File: src/rtl/read_hazard_ctrl.sv
// read_hazard_ctrl: issue controller beside the register-read stage.
// Tracks in-flight register writes in a busy scoreboard and stalls the read
// stage on RAW/WAW hazards or when the in-flight budget is exhausted.
// FENCE/SYSTEM wait in DRAIN until every outstanding write has retired.
// Writebacks to registers that are not pending raise a sticky wb_err.

module read_hazard_ctrl #(
  parameter int unsigned MAX_INFLIGHT = 4
) (
  input  logic        clk,
  input  logic        reset,
  input  logic [31:0] IR,
  input  logic        v_in,
  input  logic        r_in,
  input  logic        v_wb,
  input  logic [4:0]  WB_address,
  output logic        stall,
  output logic        issue,
  output logic [31:0] busy,
  output logic [3:0]  inflight,
  output logic        draining,
  output logic        wb_err
);

  // Opcode map of the instructions that touch the register file or serialise.
  localparam logic [6:0] OP_LUI    = 7'b0110111;
  localparam logic [6:0] OP_AUIPC  = 7'b0010111;
  localparam logic [6:0] OP_JAL    = 7'b1101111;
  localparam logic [6:0] OP_JALR   = 7'b1100111;
  localparam logic [6:0] OP_LOAD   = 7'b0000011;
  localparam logic [6:0] OP_IMM    = 7'b0010011;
  localparam logic [6:0] OP_BRANCH = 7'b1100011;
  localparam logic [6:0] OP_STORE  = 7'b0100011;
  localparam logic [6:0] OP_OP     = 7'b0110011;
  localparam logic [6:0] OP_FENCE  = 7'b0001111;
  localparam logic [6:0] OP_SYSTEM = 7'b1110011;

  // Budget limit in the counter's own width.
  localparam logic [3:0] MAX_CNT = 4'(MAX_INFLIGHT);

  typedef enum logic [0:0] {
    ST_RUN   = 1'b0,
    ST_DRAIN = 1'b1
  } state_t;

  state_t      state_q, state_d;
  logic [31:0] busy_q, busy_d;
  logic [3:0]  inflight_q, inflight_d;
  logic        wb_err_q, wb_err_d;

  logic [6:0]  opcode_s;
  logic [4:0]  rs1_s, rs2_s, rd_s;
  logic        use_rs1_s, use_rs2_s, has_rd_s, serial_s;
  logic        writes_rd_s;
  logic        hazard_s, full_s, inflight_nz_s;
  logic        stall_s, issue_s;
  logic        issue_wr_s, wb_live_s, retire_s, collide_s;

  // Fields of IR that no decision looks at.
  logic        unused_ir_bits_s;
  assign unused_ir_bits_s = ^{IR[31:25], IR[14:12]};

  assign opcode_s = IR[6:0];
  assign rd_s     = IR[11:7];
  assign rs1_s    = IR[19:15];
  assign rs2_s    = IR[24:20];

  // Decode which register operands the presented instruction uses.
  always_comb begin
    use_rs1_s = 1'b0;
    use_rs2_s = 1'b0;
    has_rd_s  = 1'b0;
    serial_s  = 1'b0;
    case (opcode_s)
      OP_LUI, OP_AUIPC, OP_JAL: begin
        has_rd_s = 1'b1;
      end
      OP_JALR, OP_LOAD, OP_IMM: begin
        use_rs1_s = 1'b1;
        has_rd_s  = 1'b1;
      end
      OP_BRANCH, OP_STORE: begin
        use_rs1_s = 1'b1;
        use_rs2_s = 1'b1;
      end
      OP_OP: begin
        use_rs1_s = 1'b1;
        use_rs2_s = 1'b1;
        has_rd_s  = 1'b1;
      end
      OP_FENCE, OP_SYSTEM: begin
        serial_s = 1'b1;
      end
      default: begin
        use_rs1_s = 1'b0;
        use_rs2_s = 1'b0;
        has_rd_s  = 1'b0;
        serial_s  = 1'b0;
      end
    endcase
  end

  // A write to x0 is discarded by the register file, so it is not tracked.
  assign writes_rd_s   = has_rd_s & (rd_s != 5'd0);
  assign inflight_nz_s = (inflight_q != 4'd0);
  assign full_s        = writes_rd_s & (inflight_q == MAX_CNT);

  // Hazard check against the registered scoreboard only; a writeback in
  // this same cycle lands at the edge and cannot be forwarded here.
  always_comb begin
    hazard_s = 1'b0;
    if (v_in) begin
      hazard_s = (use_rs1_s & (rs1_s != 5'd0) & busy_q[rs1_s]) |
                 (use_rs2_s & (rs2_s != 5'd0) & busy_q[rs2_s]) |
                 (writes_rd_s & busy_q[rd_s]);
    end else begin
      hazard_s = 1'b0;
    end
  end

  // Next state and stall/issue; stall never looks at r_in, issue needs it.
  always_comb begin
    state_d = state_q;
    stall_s = 1'b1;
    issue_s = 1'b0;
    if (reset) begin
      stall_s = 1'b1;
      issue_s = 1'b0;
    end else begin
      case (state_q)
        ST_RUN: begin
          if (v_in & serial_s & inflight_nz_s) begin
            stall_s = 1'b1;
            state_d = ST_DRAIN;
          end else begin
            stall_s = v_in & (hazard_s | full_s);
            issue_s = v_in & r_in & ~(hazard_s | full_s);
          end
        end
        ST_DRAIN: begin
          if (!v_in) begin
            // Instruction withdrawn: nothing left to serialise.
            stall_s = inflight_nz_s;
            state_d = ST_RUN;
          end else if (inflight_nz_s) begin
            stall_s = 1'b1;
          end else begin
            stall_s = 1'b0;
            issue_s = r_in;
            if (r_in) begin
              state_d = ST_RUN;
            end else begin
              state_d = ST_DRAIN;
            end
          end
        end
        default: begin
          stall_s = 1'b1;
          issue_s = 1'b0;
          state_d = ST_RUN;
        end
      endcase
    end
  end

  // Retirement bookkeeping for the writeback port.
  assign wb_live_s  = v_wb & (WB_address != 5'd0);
  assign issue_wr_s = issue_s & writes_rd_s & ~full_s;
  assign retire_s   = wb_live_s & busy_q[WB_address];
  assign collide_s  = issue_wr_s & wb_live_s & (WB_address == rd_s);

  // Scoreboard update: clear on retire first, then a new issue sets its bit
  // so that a forced same-register collision leaves the register pending.
  always_comb begin
    busy_d = busy_q;
    if (retire_s) begin
      busy_d[WB_address] = 1'b0;
    end else begin
      busy_d = busy_q;
    end
    if (issue_wr_s) begin
      busy_d[rd_s] = 1'b1;
    end else begin
      busy_d[rd_s] = busy_d[rd_s];
    end
    busy_d[0] = 1'b0;
  end

  // In-flight count: +1 per tracked issue, -1 per matched retire, net zero
  // when both happen together. Neither path can wrap.
  always_comb begin
    inflight_d = inflight_q;
    case ({issue_wr_s, retire_s})
      2'b10:   inflight_d = inflight_q + 4'd1;
      2'b01:   inflight_d = inflight_q - 4'd1;
      default: inflight_d = inflight_q;
    endcase
  end

  // Sticky error for a writeback to a register that was never pending.
  always_comb begin
    wb_err_d = wb_err_q;
    if (wb_live_s & ~busy_q[WB_address] & ~collide_s) begin
      wb_err_d = 1'b1;
    end else begin
      wb_err_d = wb_err_q;
    end
  end

  // State registers; reset drops every pending write.
  always_ff @(posedge clk or posedge reset) begin
    if (reset) begin
      state_q    <= ST_RUN;
      busy_q     <= 32'd0;
      inflight_q <= 4'd0;
      wb_err_q   <= 1'b0;
    end else begin
      state_q    <= state_d;
      busy_q     <= busy_d;
      inflight_q <= inflight_d;
      wb_err_q   <= wb_err_d;
    end
  end

  assign stall    = stall_s;
  assign issue    = issue_s;
  assign busy     = busy_q;
  assign inflight = inflight_q;
  assign draining = (state_q == ST_DRAIN);
  assign wb_err   = wb_err_q;

endmodule

File: config.mk
export PLATFORM = sky130hd
export DESIGN_NAME = read_hazard_ctrl
export DESIGN_NICKNAME = d
export VERILOG_FILES = /design/src/rtl/read_hazard_ctrl.sv
export SDC_FILE = /design/constraint.sdc
export NUM_CORES = 1
export LEC_CHECK = 0
export BUFFER_PORTS_ARGS = -buffer_cell sky130_fd_sc_hd__buf_4
export CORE_AREA = 2 2 99 101
export CTS_BUF_LIST = sky130_fd_sc_hd__clkbuf_8
export DETAILED_ROUTE_END_ITERATION = 8
export DIE_AREA = 0 0 101 103
export GPL_TIMING_DRIVEN = 0
export PLACE_DENSITY = 0.66
export SETUP_SLACK_MARGIN = 0.4
export SLEW_MARGIN = 20
export SYNTH_ARGS = -nofsm -noshare
export SYNTH_HDL_FRONTEND = slang
export SYNTH_SLANG_ARGS = --single-unit
File: constraint.sdc
create_clock -name clk -period 5.1 [get_ports clk]
set_input_delay 0.255 -clock clk [delete_from_list [all_inputs] [get_ports clk]]
set_output_delay 0.255 -clock clk [all_outputs]
set_load 0.005 [all_outputs]
==> summary.txt <==
Outcome
  – Status: completed

Routing
  – DRT iter0 DRCs: 395
  – Via density: 6.74
  – DRC: 0
  – DR vias: 4384
  – Drt first pass iters: 5
  – Wire per inst: 26.9 um
  – Routed wire length: ~17 mm
  – Final antenna-violating net count: 0

Die
  – Initial core utilization: 43.6%
  – Row cnt: 36
  – Die height: ~100 um
  – CORE AREA: 9460 um^2
  – # IOs: a little over 80
  – Die ar.: approximately 10000 um^2
  – Die width: between 100 and 150 um

Yosys
  – Mapped Area: 4130 um^2
  – Predominant post-synthesis flop cell: dfrtp_1
  – #FFs+latches synth: 37
  – Seq/Total Area, Yosys: ~22%
  – Post-synth cell types: 70
  – Most common cell in the netlist: nand2_1
  – Mapped Cells: 466
  – Synth Area per Inst: 8.86 um^2
  – Cell taking the most area after synthesis: dfrtp_1
  – Post-synth top area share: between 20% and 30%
  – Syn nets: 512
  – Most frequent cells after synthesis: nand2_1 (55), dfrtp_1 (37), mux2i_1 (33)
  – Ys Warns: 0
  – Async set or reset register ratio after synthesis: 100%
  – Number of synthesized flops with an enable pin: 0
  – Synth area leaders: dfrtp_1 (22%), mux4_2 (11%), mux2i_1 (8.0%)

Pwr
  – Lkg Pwr: 1.99 nW
  – Power share of the clock group: 18.3%
  – Design Power: 1.22 mW
  – Power per Cell Area: 250 nW/um^2
  – Sw frac: 42.0%
  – Psw: 0.512 mW
  – Internal power: ~0.71 mW
  – Maximum VDD drop: 0.000165 V
  – Seq pwr share: 39.2%
  – Comb power frac: 42.5%

Flow run
  – Max cap viols: 0

Setup path
  – CP Launch Type: flip-flop
  – Cells on worst reg2reg path: 14
  – CP Cell Sequence: mux4_2 -> mux2_2 -> a2bb2oi_1 -> nand4_1 -> o311ai_0 -> a21oi_1 -> inv_1 -> ha_1 -> ha_1 -> a21o_1 -> a21oi_1 -> xnor2_1 -> nor2_1 -> xor2_1
  – Worst setup path class: flip-flop to flip-flop
  – FF-to-FF End: inflight[3]
  – Critical path capture point type: flip-flop
  – Worst EP required: 5.29 ns
  – CP peak stage delay: 0.52 ns
  – CP max stage cell: dfrtp_1
  – Reg-to-Reg Start: busy[30]
  – R2r setup slk: 1.31 ns
  – Largest delay share family, worst path: compound AO/OA/AOI/OAI gates
  – Crit-path max FO: 8
  – Buf/Inv on CP: 1
  – CP arrival: 3.98 ns

STA
  – Worst slew pin tran: 0.897 ns
  – Hold Slack: 0.223 ns
  – Sum of negative setup slack: 0 ns
  – Fmax achieved: between 200 and 300 MHz
  – Fin crit period: 3.79 ns
  – Max Clock Skew: 0.0107 ns
  – Setup violators final: 0
  – Fin. Hold Viols: 0
  – RSZ-0062 raised after global routing: false
  – Slew margin rel.: 39.7%
  – Slew Limit Fails: 0
  – Final cycle utilization of the critical path: 74.2%

Placed design
  – Final Wtd Congestion: 0.985
  – I/O Buffers: 61
  – Dpl hpwl: 13.2 mm

Finish
  – Area Overhead vs Synth: 18.3%
  – # diodes: 0
  – Final nets: slightly below 600
  – Layout cell share with drive strength beyond 1: between 20 and 30%

Worst hold path
  – Hold path depth: 3
  – Worst Min Path Start: v_in
  – Worst Hold Class: input pin to flip-flop
  – Worst hold endpoint: draining

Clock tree
  – Root Buffer: clkbuf_8
  – Post-CTS Setup Bufs: 0
  – Post-cts resize count: 0
  – CTS H-tree lvls: 2
  – Longest Clk Path Bufs: 2
  – Clk Latency, worst-skew pair: 0.30 ns
  – CTS tree: yes
  – Clk slew on worst S/H paths: 0.08 ns
  – CTS buffer count: 5
  – Clk sinks: 37

Global route
  – Largest net degree at the start of global routing: 22
  – Initial antenna violation count: 0
  – Remaining Overflow, GRT: 0
  – Number of global-route vias before repair: around 4200
  – Tot GR Track Use: 34.0%
  – Global-route wire length before repair: 25.8 mm
-- placed cells by master, fill, tap and decap left out, drive strengths merged, types with 3 or more instances in the layout --
cell     synthesis  final
inv             10     10
ha               3      3
nor2            23     23
o211ai          25     25
a31oi            5      5
nand3           12     12
buf             26     88
nor2b            8      8
clkbuf          13     19
a32oi            3      3
and3             5      5
o221ai           4      4
and3b            4      4
o21ai           39     39
nand2           55     55
mux2             9      9
xor2             5      5
or3b             5      5
nand4            9      9
o31ai            6      6
a21o             6      6
a21oi           13     13
nor4             3      3
nand3b          14     14
o22ai            4      4
xnor2            4      4
o2111ai          6      6
nor3            10     10
mux4            21     21
nand2b           4      4
nor3b            5      5
mux2i           33     33
dfrtp           37     37
or3              4      4
and2             3      3
-- state kept, by name, summed over array words and instances (netlist names) --
| register | count |
|---|---|
| busy | 31 |
| draining | 1 |
| inflight | 4 |
| wb_err | 1 |
-- worst reg2reg max path: stages, from the launching register on --
cell	delay, ns
dfrtp_1	0.52
mux4_2	0.51
mux2_2	0.28
a2bb2oi_1	0.17
nand4_1	0.12
o311ai_0	0.23
a21oi_1	0.51
inv_1	0.09
ha_1	0.23
ha_1	0.29
a21o_1	0.18
a21oi_1	0.18
xnor2_1	0.14
nor2_1	0.07
xor2_1	0.14
-- worst max path at each step --
stage | start | endpoint | cells after the start
2_1_floorplan | IR[21] | inflight[3] | 15
3_3_place_gp | IR[10] | inflight[3] | 16
3_5_place_dp | IR[21] | inflight[3] | 15
4_1_cts | busy[17] | inflight[3] | 14
5_1_grt | busy[30] | inflight[3] | 14
6_report | busy[30] | inflight[3] | 14
-- power groups by stage --
| stage | sequential, mW | clock, mW | combinational (mW) |
|---|---|---|---|
| detailed placement | 0.478 | 0 | 0.513 |
| global route | 0.486 | 0.239 | 0.561 |
| floorplan | 0.422 | 0 | 0.315 |
| CTS | 0.472 | 0.226 | 0.516 |
| global placement | 0.477 | 0 | 0.498 |
| finish | 0.478 | 0.223 | 0.519 |
-- layer usage --
metal,vias up,share of wire (%),GRT usage (%)
met4,0,2.5,9.67
met5,-,0,0
met2,227,48,57.4
met1,2181,41,46.2
met3,35,8.4,4.27
li1,1941,-,-
-- logic make-up (layout without fill, tap and decap cells) --
| group | count (synthesis) | after routing | synth area share (%) |
|---|---|---|---|
| fa+ha+maj | 4 | 4 | 1.39 |
| xor+xnor | 9 | 9 | 1.91 |
| other cells | 1 | 1 | 0.0909 |
| compound gates | 133 | 133 | 23.6 |
| simple gates | 170 | 170 | 22.4 |
| buf+inv | 49 | 119 | 6.25 |
| mux | 63 | 63 | 21.9 |
| flops | 37 | 37 | 22.4 |
-- per-stage QoR --
stage / std cells / setup WS [ns] / utilization, % / instance area, um^2
CTS: 650 / 1.33 / 51.5 / 4870
finish: 650 / 1.31 / 51.6 / 4880
floorplan: 466 / 1.89 / - / 4130
detailed placement: 642 / 1.19 / 50.5 / 4770
global route: 650 / 1.07 / 51.6 / 4880
global placement: 641 / 0.885 / 50.0 / 4730
-- cell type report --
cell class	count	area, um^2
multi-input combinational	380	2970
fill	924	4580
sequential	37	926
timing repair buffer	63	495
buffer	39	220
inverter	10	37.5
clock inverter	1	7.51
tap	114	143
clock buffer	6	82.6
-- repair_timing --
| action | in CTS | in global routing |
|---|---|---|
| hold endpoints to repair | 17 | 0 |
| hold buffers | 1 | 0 |
| endpoints found under the setup margin | 0 | 0 |
Power figures use the tool's default switching activity.
